[src/rtl/infer_frame_scheduler.sv]
// Frames a host pixel stream into fixed-size images for the inference core, tracks per-frame
// labels in a small FIFO, scores core results against them and runs a batch watchdog.
module infer_frame_scheduler #(
    parameter int unsigned PIXELS       = 784,
    parameter int unsigned NUM_FRAMES   = 1000,
    parameter int unsigned MAX_INFLIGHT = 2,
    parameter int unsigned TIMEOUT      = 4096,
    parameter int unsigned IDX_W        = 10
) (
    input  logic             clk,
    input  logic             rst_n,
    input  logic             start,
    input  logic [7:0]       s_data,
    input  logic [3:0]       s_label,
    input  logic             s_valid,
    output logic             s_ready,
    output logic [7:0]       core_data,
    output logic             core_valid,
    input  logic [3:0]       core_pred,
    input  logic [7:0]       core_conf,
    input  logic             core_valid_out,
    output logic             res_valid,
    output logic [3:0]       res_pred,
    output logic [7:0]       res_conf,
    output logic [3:0]       res_label,
    output logic             res_hit,
    output logic [IDX_W-1:0] res_idx,
    output logic [IDX_W-1:0] hit_count,
    output logic             done,
    output logic [1:0]       err
);
    localparam int unsigned PixW = (PIXELS > 1) ? $clog2(PIXELS) : 1;
    localparam int unsigned CntW = $clog2(MAX_INFLIGHT + 1);
    localparam int unsigned PtrW = (MAX_INFLIGHT > 1) ? $clog2(MAX_INFLIGHT) : 1;
    localparam int unsigned WdW  = $clog2(TIMEOUT + 1);

    typedef enum logic [1:0] {StIdle, StRun, StDone} state_e;

    state_e           state_q;
    logic [PixW-1:0]  pix_cnt_q;
    logic [IDX_W-1:0] sent_q, scored_q, res_idx_q, hit_count_q;
    logic [CntW-1:0]  fifo_cnt_q;
    logic [PtrW-1:0]  wr_ptr_q, rd_ptr_q;
    logic [3:0]       lbl_mem_q [MAX_INFLIGHT];
    logic [WdW-1:0]   wd_q;
    logic [7:0]       core_data_q, res_conf_q;
    logic [3:0]       res_pred_q, res_label_q;
    logic             core_valid_q, res_valid_q, res_hit_q, done_q;
    logic [1:0]       err_q;

    logic run, xfer, push, pop, hit, last_pop, wd_trip;

    function automatic logic [PtrW-1:0] ptr_inc(input logic [PtrW-1:0] p);
        return (p == PtrW'(MAX_INFLIGHT - 1)) ? '0 : p + PtrW'(1);
    endfunction

    // A new frame may only begin when a label slot is free; mid-frame beats never stall.
    assign run      = (state_q == StRun);
    assign s_ready  = run && (sent_q < IDX_W'(NUM_FRAMES)) &&
                      ((pix_cnt_q != '0) || (fifo_cnt_q < CntW'(MAX_INFLIGHT)));
    assign xfer     = s_valid && s_ready;
    assign push     = xfer && (pix_cnt_q == '0);
    assign pop      = run && core_valid_out && (fifo_cnt_q != '0);
    assign hit      = (core_pred == lbl_mem_q[rd_ptr_q]);
    assign last_pop = pop && (scored_q == IDX_W'(NUM_FRAMES - 1));
    assign wd_trip  = run && (fifo_cnt_q != '0) && !core_valid_out &&
                      (wd_q == WdW'(TIMEOUT - 1));

    always_ff @(posedge clk) begin
        if (!rst_n) begin
            state_q      <= StIdle;
            pix_cnt_q    <= '0;
            sent_q       <= '0;
            scored_q     <= '0;
            fifo_cnt_q   <= '0;
            wr_ptr_q     <= '0;
            rd_ptr_q     <= '0;
            for (int i = 0; i < int'(MAX_INFLIGHT); i++) lbl_mem_q[i] <= '0;
            wd_q         <= '0;
            core_data_q  <= '0;
            core_valid_q <= 1'b0;
            res_valid_q  <= 1'b0;
            res_pred_q   <= '0;
            res_conf_q   <= '0;
            res_label_q  <= '0;
            res_hit_q    <= 1'b0;
            res_idx_q    <= '0;
            hit_count_q  <= '0;
            done_q       <= 1'b0;
            err_q        <= '0;
        end else begin
            core_valid_q <= 1'b0;
            res_valid_q  <= 1'b0;
            unique case (state_q)
                StIdle, StDone: begin
                    if (start) begin
                        state_q     <= StRun;
                        pix_cnt_q   <= '0;
                        sent_q      <= '0;
                        scored_q    <= '0;
                        fifo_cnt_q  <= '0;
                        wr_ptr_q    <= '0;
                        rd_ptr_q    <= '0;
                        wd_q        <= '0;
                        res_pred_q  <= '0;
                        res_conf_q  <= '0;
                        res_label_q <= '0;
                        res_hit_q   <= 1'b0;
                        res_idx_q   <= '0;
                        hit_count_q <= '0;
                        done_q      <= 1'b0;
                        err_q       <= '0;
                    end
                end
                StRun: begin
                    if (xfer) begin
                        core_data_q  <= s_data;
                        core_valid_q <= 1'b1;
                        if (pix_cnt_q == PixW'(PIXELS - 1)) begin
                            pix_cnt_q <= '0;
                            sent_q    <= sent_q + IDX_W'(1);
                        end else begin
                            pix_cnt_q <= pix_cnt_q + PixW'(1);
                        end
                    end
                    if (push) begin
                        lbl_mem_q[wr_ptr_q] <= s_label;
                        wr_ptr_q            <= ptr_inc(wr_ptr_q);
                    end
                    if (pop) begin
                        res_valid_q <= 1'b1;
                        res_pred_q  <= core_pred;
                        res_conf_q  <= core_conf;
                        res_label_q <= lbl_mem_q[rd_ptr_q];
                        res_hit_q   <= hit;
                        res_idx_q   <= scored_q;
                        scored_q    <= scored_q + IDX_W'(1);
                        hit_count_q <= hit_count_q + IDX_W'(hit);
                        rd_ptr_q    <= ptr_inc(rd_ptr_q);
                    end else if (core_valid_out) begin
                        err_q[1] <= 1'b1;
                    end
                    case ({push, pop})
                        2'b10:   fifo_cnt_q <= fifo_cnt_q + CntW'(1);
                        2'b01:   fifo_cnt_q <= fifo_cnt_q - CntW'(1);
                        default: fifo_cnt_q <= fifo_cnt_q;
                    endcase
                    if ((fifo_cnt_q != '0) && !core_valid_out) wd_q <= wd_q + WdW'(1);
                    else                                       wd_q <= '0;
                    // Timeout wins over everything else this cycle and flushes the label FIFO.
                    if (wd_trip) begin
                        err_q[0]   <= 1'b1;
                        state_q    <= StDone;
                        done_q     <= 1'b1;
                        fifo_cnt_q <= '0;
                        wr_ptr_q   <= '0;
                        rd_ptr_q   <= '0;
                        wd_q       <= '0;
                    end else if (last_pop) begin
                        state_q <= StDone;
                        done_q  <= 1'b1;
                    end
                end
                default: state_q <= StIdle;
            endcase
        end
    end

    assign core_data  = core_data_q;
    assign core_valid = core_valid_q;
    assign res_valid  = res_valid_q;
    assign res_pred   = res_pred_q;
    assign res_conf   = res_conf_q;
    assign res_label  = res_label_q;
    assign res_hit    = res_hit_q;
    assign res_idx    = res_idx_q;
    assign hit_count  = hit_count_q;
    assign done       = done_q;
    assign err        = err_q;

endmodule

[config.mk]
export PLATFORM = sky130hd
export DESIGN_NAME = infer_frame_scheduler
export DESIGN_NICKNAME = d
export VERILOG_FILES = /design/src/rtl/infer_frame_scheduler.sv
export SDC_FILE = /design/constraint.sdc
export NUM_CORES = 1
export LEC_CHECK = 0
export BUFFER_PORTS_ARGS = -buffer_cell sky130_fd_sc_hd__buf_2
export CAP_MARGIN = 30
export CORE_ASPECT_RATIO = 1.2
export CORE_MARGIN = 5
export CORE_UTILIZATION = 55
export DETAILED_ROUTE_END_ITERATION = 7
export PLACE_DENSITY = 0.83
export SYNTH_ARGS = -nofsm -noshare
export SYNTH_HDL_FRONTEND = slang
export SYNTH_SLANG_ARGS = --single-unit
export TNS_END_PERCENT = 1
[constraint.sdc]
create_clock -name clk -period 4.3 [get_ports clk]
set_clock_uncertainty 0.15 [all_clocks]
set_input_delay 0.86 -clock clk [delete_from_list [all_inputs] [get_ports clk]]
set_output_delay 0.86 -clock clk [all_outputs]
set_load 0.005 [all_outputs]
==> results.md <==
- Total die area: 10300 um2
- RSZ-0062 raised after global routing: no
- Final number of hold-violating endpoints: 0
- Pre-antenna DRT Iters: 4
- Power per cell area: 349 nW/um2
- Inserted Diodes: 0
- Filler cell count in the final layout: 669
- GR Overflow Total: 0
- Met1 usage: 0.237
- Buffer and inverter count on the worst path: 1
- TritonCTS clock tree: built
- # resized after CTS: 0
- Kind of start point of the critical path: register
- Arrival time of data at the critical path endpoint: 3130 ps
- Number of sinks driven by the clock tree: 108
- Crit path time final: 3030 ps
- Initial cell density of the core: 0.563
- Final #Nets: 607
- Placer Congestion: 0.913
- Peak supply drop: 200 uV
- I/O Pins: 80
- Clk Latency, worst-skew pair: 380 ps
- Area occupied by registers: 2240 um2
- Maximum fanout count along the critical path: 11
- Clock buffer depth: 2
- Total leakage power: 2.12 nW
- GR Layer Usage met3: 0.0550
- Total CTS buffers: 9
- Final setup violation count: 0
- Antenna violation net count after detailed routing: 0
- Setup crit end kind: register
- Worst slew margin relative to its limit: 0.460
- DR vias/cell: 5.68
- Number of synthesized register bits: 108
- Number of buffers inserted to repair setup after CTS: 0
- Area of combinational cells with multiple inputs: 2210 um2
- Post-synthesis cell type with the largest combined area: dfxtp_1
- Port Buffer Count: 79
- Cell family with most CP delay: simple AND/OR/NAND/NOR gates
- Most frequent standard cell in the layout excluding fill and tap cells: dfxtp_1
- Total vias in the final route: 3915
- EDFF count, synth: 8
- Most area-consuming cells after synthesis: dfxtp_1 44%, edfxtp_1 5.2%, nor2_1 4.8%
- Chain of cells forming the critical path: nor2b_1, buf_4, o211ai_1, or4_1, ha_1, xnor2_1, o21ai_0, a21boi_0, o21ai_0, nor2_1
- Wire length reported by the detailed router: 9980 um
- Synth top area share: 0.436
- Warning count from the yosys run: 0
- Library cell contributing the largest single delay on the critical path: or4_1
- Detail-routed net length per standard cell: 14.5 um
- Drt initial violations: 260
- Cell Rows: 36
- Final Slew Violations: 0
- DIE WIDTH: 93.4 um
- Pin count of the biggest net entering global routing: 30
- CTS root buffer: clkbuf_8
- Nets in the synthesized netlist: 536
- Sequential area share after synthesis: 0.489
- Syn_area_per_cell: 9.20 um2
- Leading cell types in the layout, fill and taps excluded: 100 x dfxtp_1, 79 x buf_2, 58 x nor2_1
- Global-route usage over all layers: 0.202
- Most Used Layer, Global Route: met2
- Slowest Stage Delay on Critical Path: 750 ps
- Core footprint: 8150 um2
- Most frequent CP cell: o21ai_0
- Count of different cell masters after synthesis: 49
- Wire length of the first global-routing pass: 16700 um
- Max-cap violation count: 0
- Final TNS setup: 0 ps
- Required @ worst endpoint: 4400 ps
- Async SR Flop Fraction: 0
- Top flip-flop cell by instance count after synthesis: dfxtp_1
- Synthesized netlist cell count: 499
- Outcome: completed
- Fraction of met2 tracks used by global routing: 0.350
- Number of buffers added to fix hold violations after cts: 0
- End-of-flow core utilization: 0.649
- Type of the worst min-delay path: register to register
- Synthesis-to-layout area growth: 15.3%
- Critical path class: register to register
- Worst-Margin Slew: 810 ps
- Share of the clock period used by the worst path after layout: 0.704
- Detailed-route DRC error count: 0
- Clock-pin transition on the worst setup and hold timing paths: 100 ps
- Via count of the first global-routing pass: 3783
- Detailed-placement wirelength estimate: 7130 um
- Number of H-tree branching levels: 3
- Cell area after synthesis: 4590 um2
- Overall die height: 110 um
- Fmax: 330 MHz
- Antenna violations before repair: 0
- Layout cell share with drive strength beyond 1: 0.186
-- stage by stage --
| step | hold slack (ps) | power [W] | area [um2] | std cells | setup WS (ps) |
|---|---|---|---|---|---|
| floorplan | 298 | 0.00113 | 4590 | 499 | 1600 |
| global placement | 283 | 0.00117 | 5060 | 673 | 1300 |
| detailed placement | 287 | 0.00117 | 5060 | 673 | 1190 |
| CTS | 311 | 0.00186 | 5290 | 689 | 1300 |
| global route | 351 | 0.00192 | 5290 | 689 | 1050 |
| finish | 307 | 0.00185 | 5290 | 689 | 1270 |
-- cell families after synthesis --
group,Yosys count,share of synthesized area
XOR/XNOR,32,0.0611
multiplexers,12,0.0262
flip-flops,108,0.489
adder cells (fa/ha/maj),8,0.0218
AO/OA/AOI/OAI,105,0.153
AND/OR/NAND/NOR,199,0.218
buffers and inverters,35,0.0308
-- Yosys cell counts (all sizes together), types with 3 or more instances --
cell    number
a21oi       28
or3         14
inv         12
nor4        10
and3         8
o21a         3
ha           8
dfxtp      100
xor2        17
nand2       39
and2         8
nor3        10
or4          5
edfxtp       8
nand4       20
a22o        25
nand3       13
o31ai        7
clkbuf      14
mux2i       12
o21ai       31
buf          8
nand2b       3
nor2        59
xnor2       15
-- report_power, final --
part	total [W]	switching, W	internal (W)	leakage (nW)
sequential	0.00103	0.00000847	0.00102	0.889
clock	0.000693	0.000346	0.000348	0.110
combinational	0.000121	0.0000809	0.0000400	1.12
total	0.00185	0.000435	0.00141	2.12
-- layout make-up --
type | count | area share
clock buffers | 10 | 0.0260
well taps | 114 | 0.0270
flip-flops and latches | 108 | 0.424
inverters | 13 | 0.00922
clock inverters | 6 | 0.0175
multi-input cells | 356 | 0.417
repair buffers | 82 | 0.0790
-- worst register-to-register path: cells and delay by family, from the launching register on --
family                   cells  cell delay (ps)
XOR/XNOR                     1              150
adder cells (fa/ha/maj)      1              270
buffers and inverters        1              200
AND/OR/NAND/NOR              3              950
flip-flops                   1              420
AO/OA/AOI/OAI                4              750
-- layer usage --
layer  wire length [um]  up-vias
met4                175        0
met2               4840      119
met5                  0        -
li1                   -     1927
met1               4340     1853
met3                622       16
-- path summary, 6_finish.rpt --
path                                           startpoint                          to  slack [ps]  cells past startpoint
worst min register to register  res_label[1]$_SDFFE_PN0P_   res_label[1]$_SDFFE_PN0P_         310                      2
worst max register to register    state_q[0]$_SDFFE_PN0P_  fifo_cnt_q[1]$_SDFFE_PN0P_        1270                     10
worst max-delay path              state_q[0]$_SDFFE_PN0P_  fifo_cnt_q[1]$_SDFFE_PN0P_        1270                     10
worst min-delay path            res_label[1]$_SDFFE_PN0P_   res_label[1]$_SDFFE_PN0P_         310                      2
-- flip-flops by register name, summed over array words and instances, names as in the netlist, 2 cells and up, named ones only --
| register | count |
|---|---|
| wd_q | 13 |
| hit_count | 10 |
| pix_cnt_q | 10 |
| res_idx | 10 |
| scored_q | 10 |
| sent_q | 10 |
| core_data | 8 |
| lbl_mem_q | 8 |
| res_conf | 8 |
| res_label | 4 |
| res_pred | 4 |
| err | 2 |
| fifo_cnt_q | 2 |
| state_q | 2 |
No activity file was read; power rests on OpenSTA's default activity.
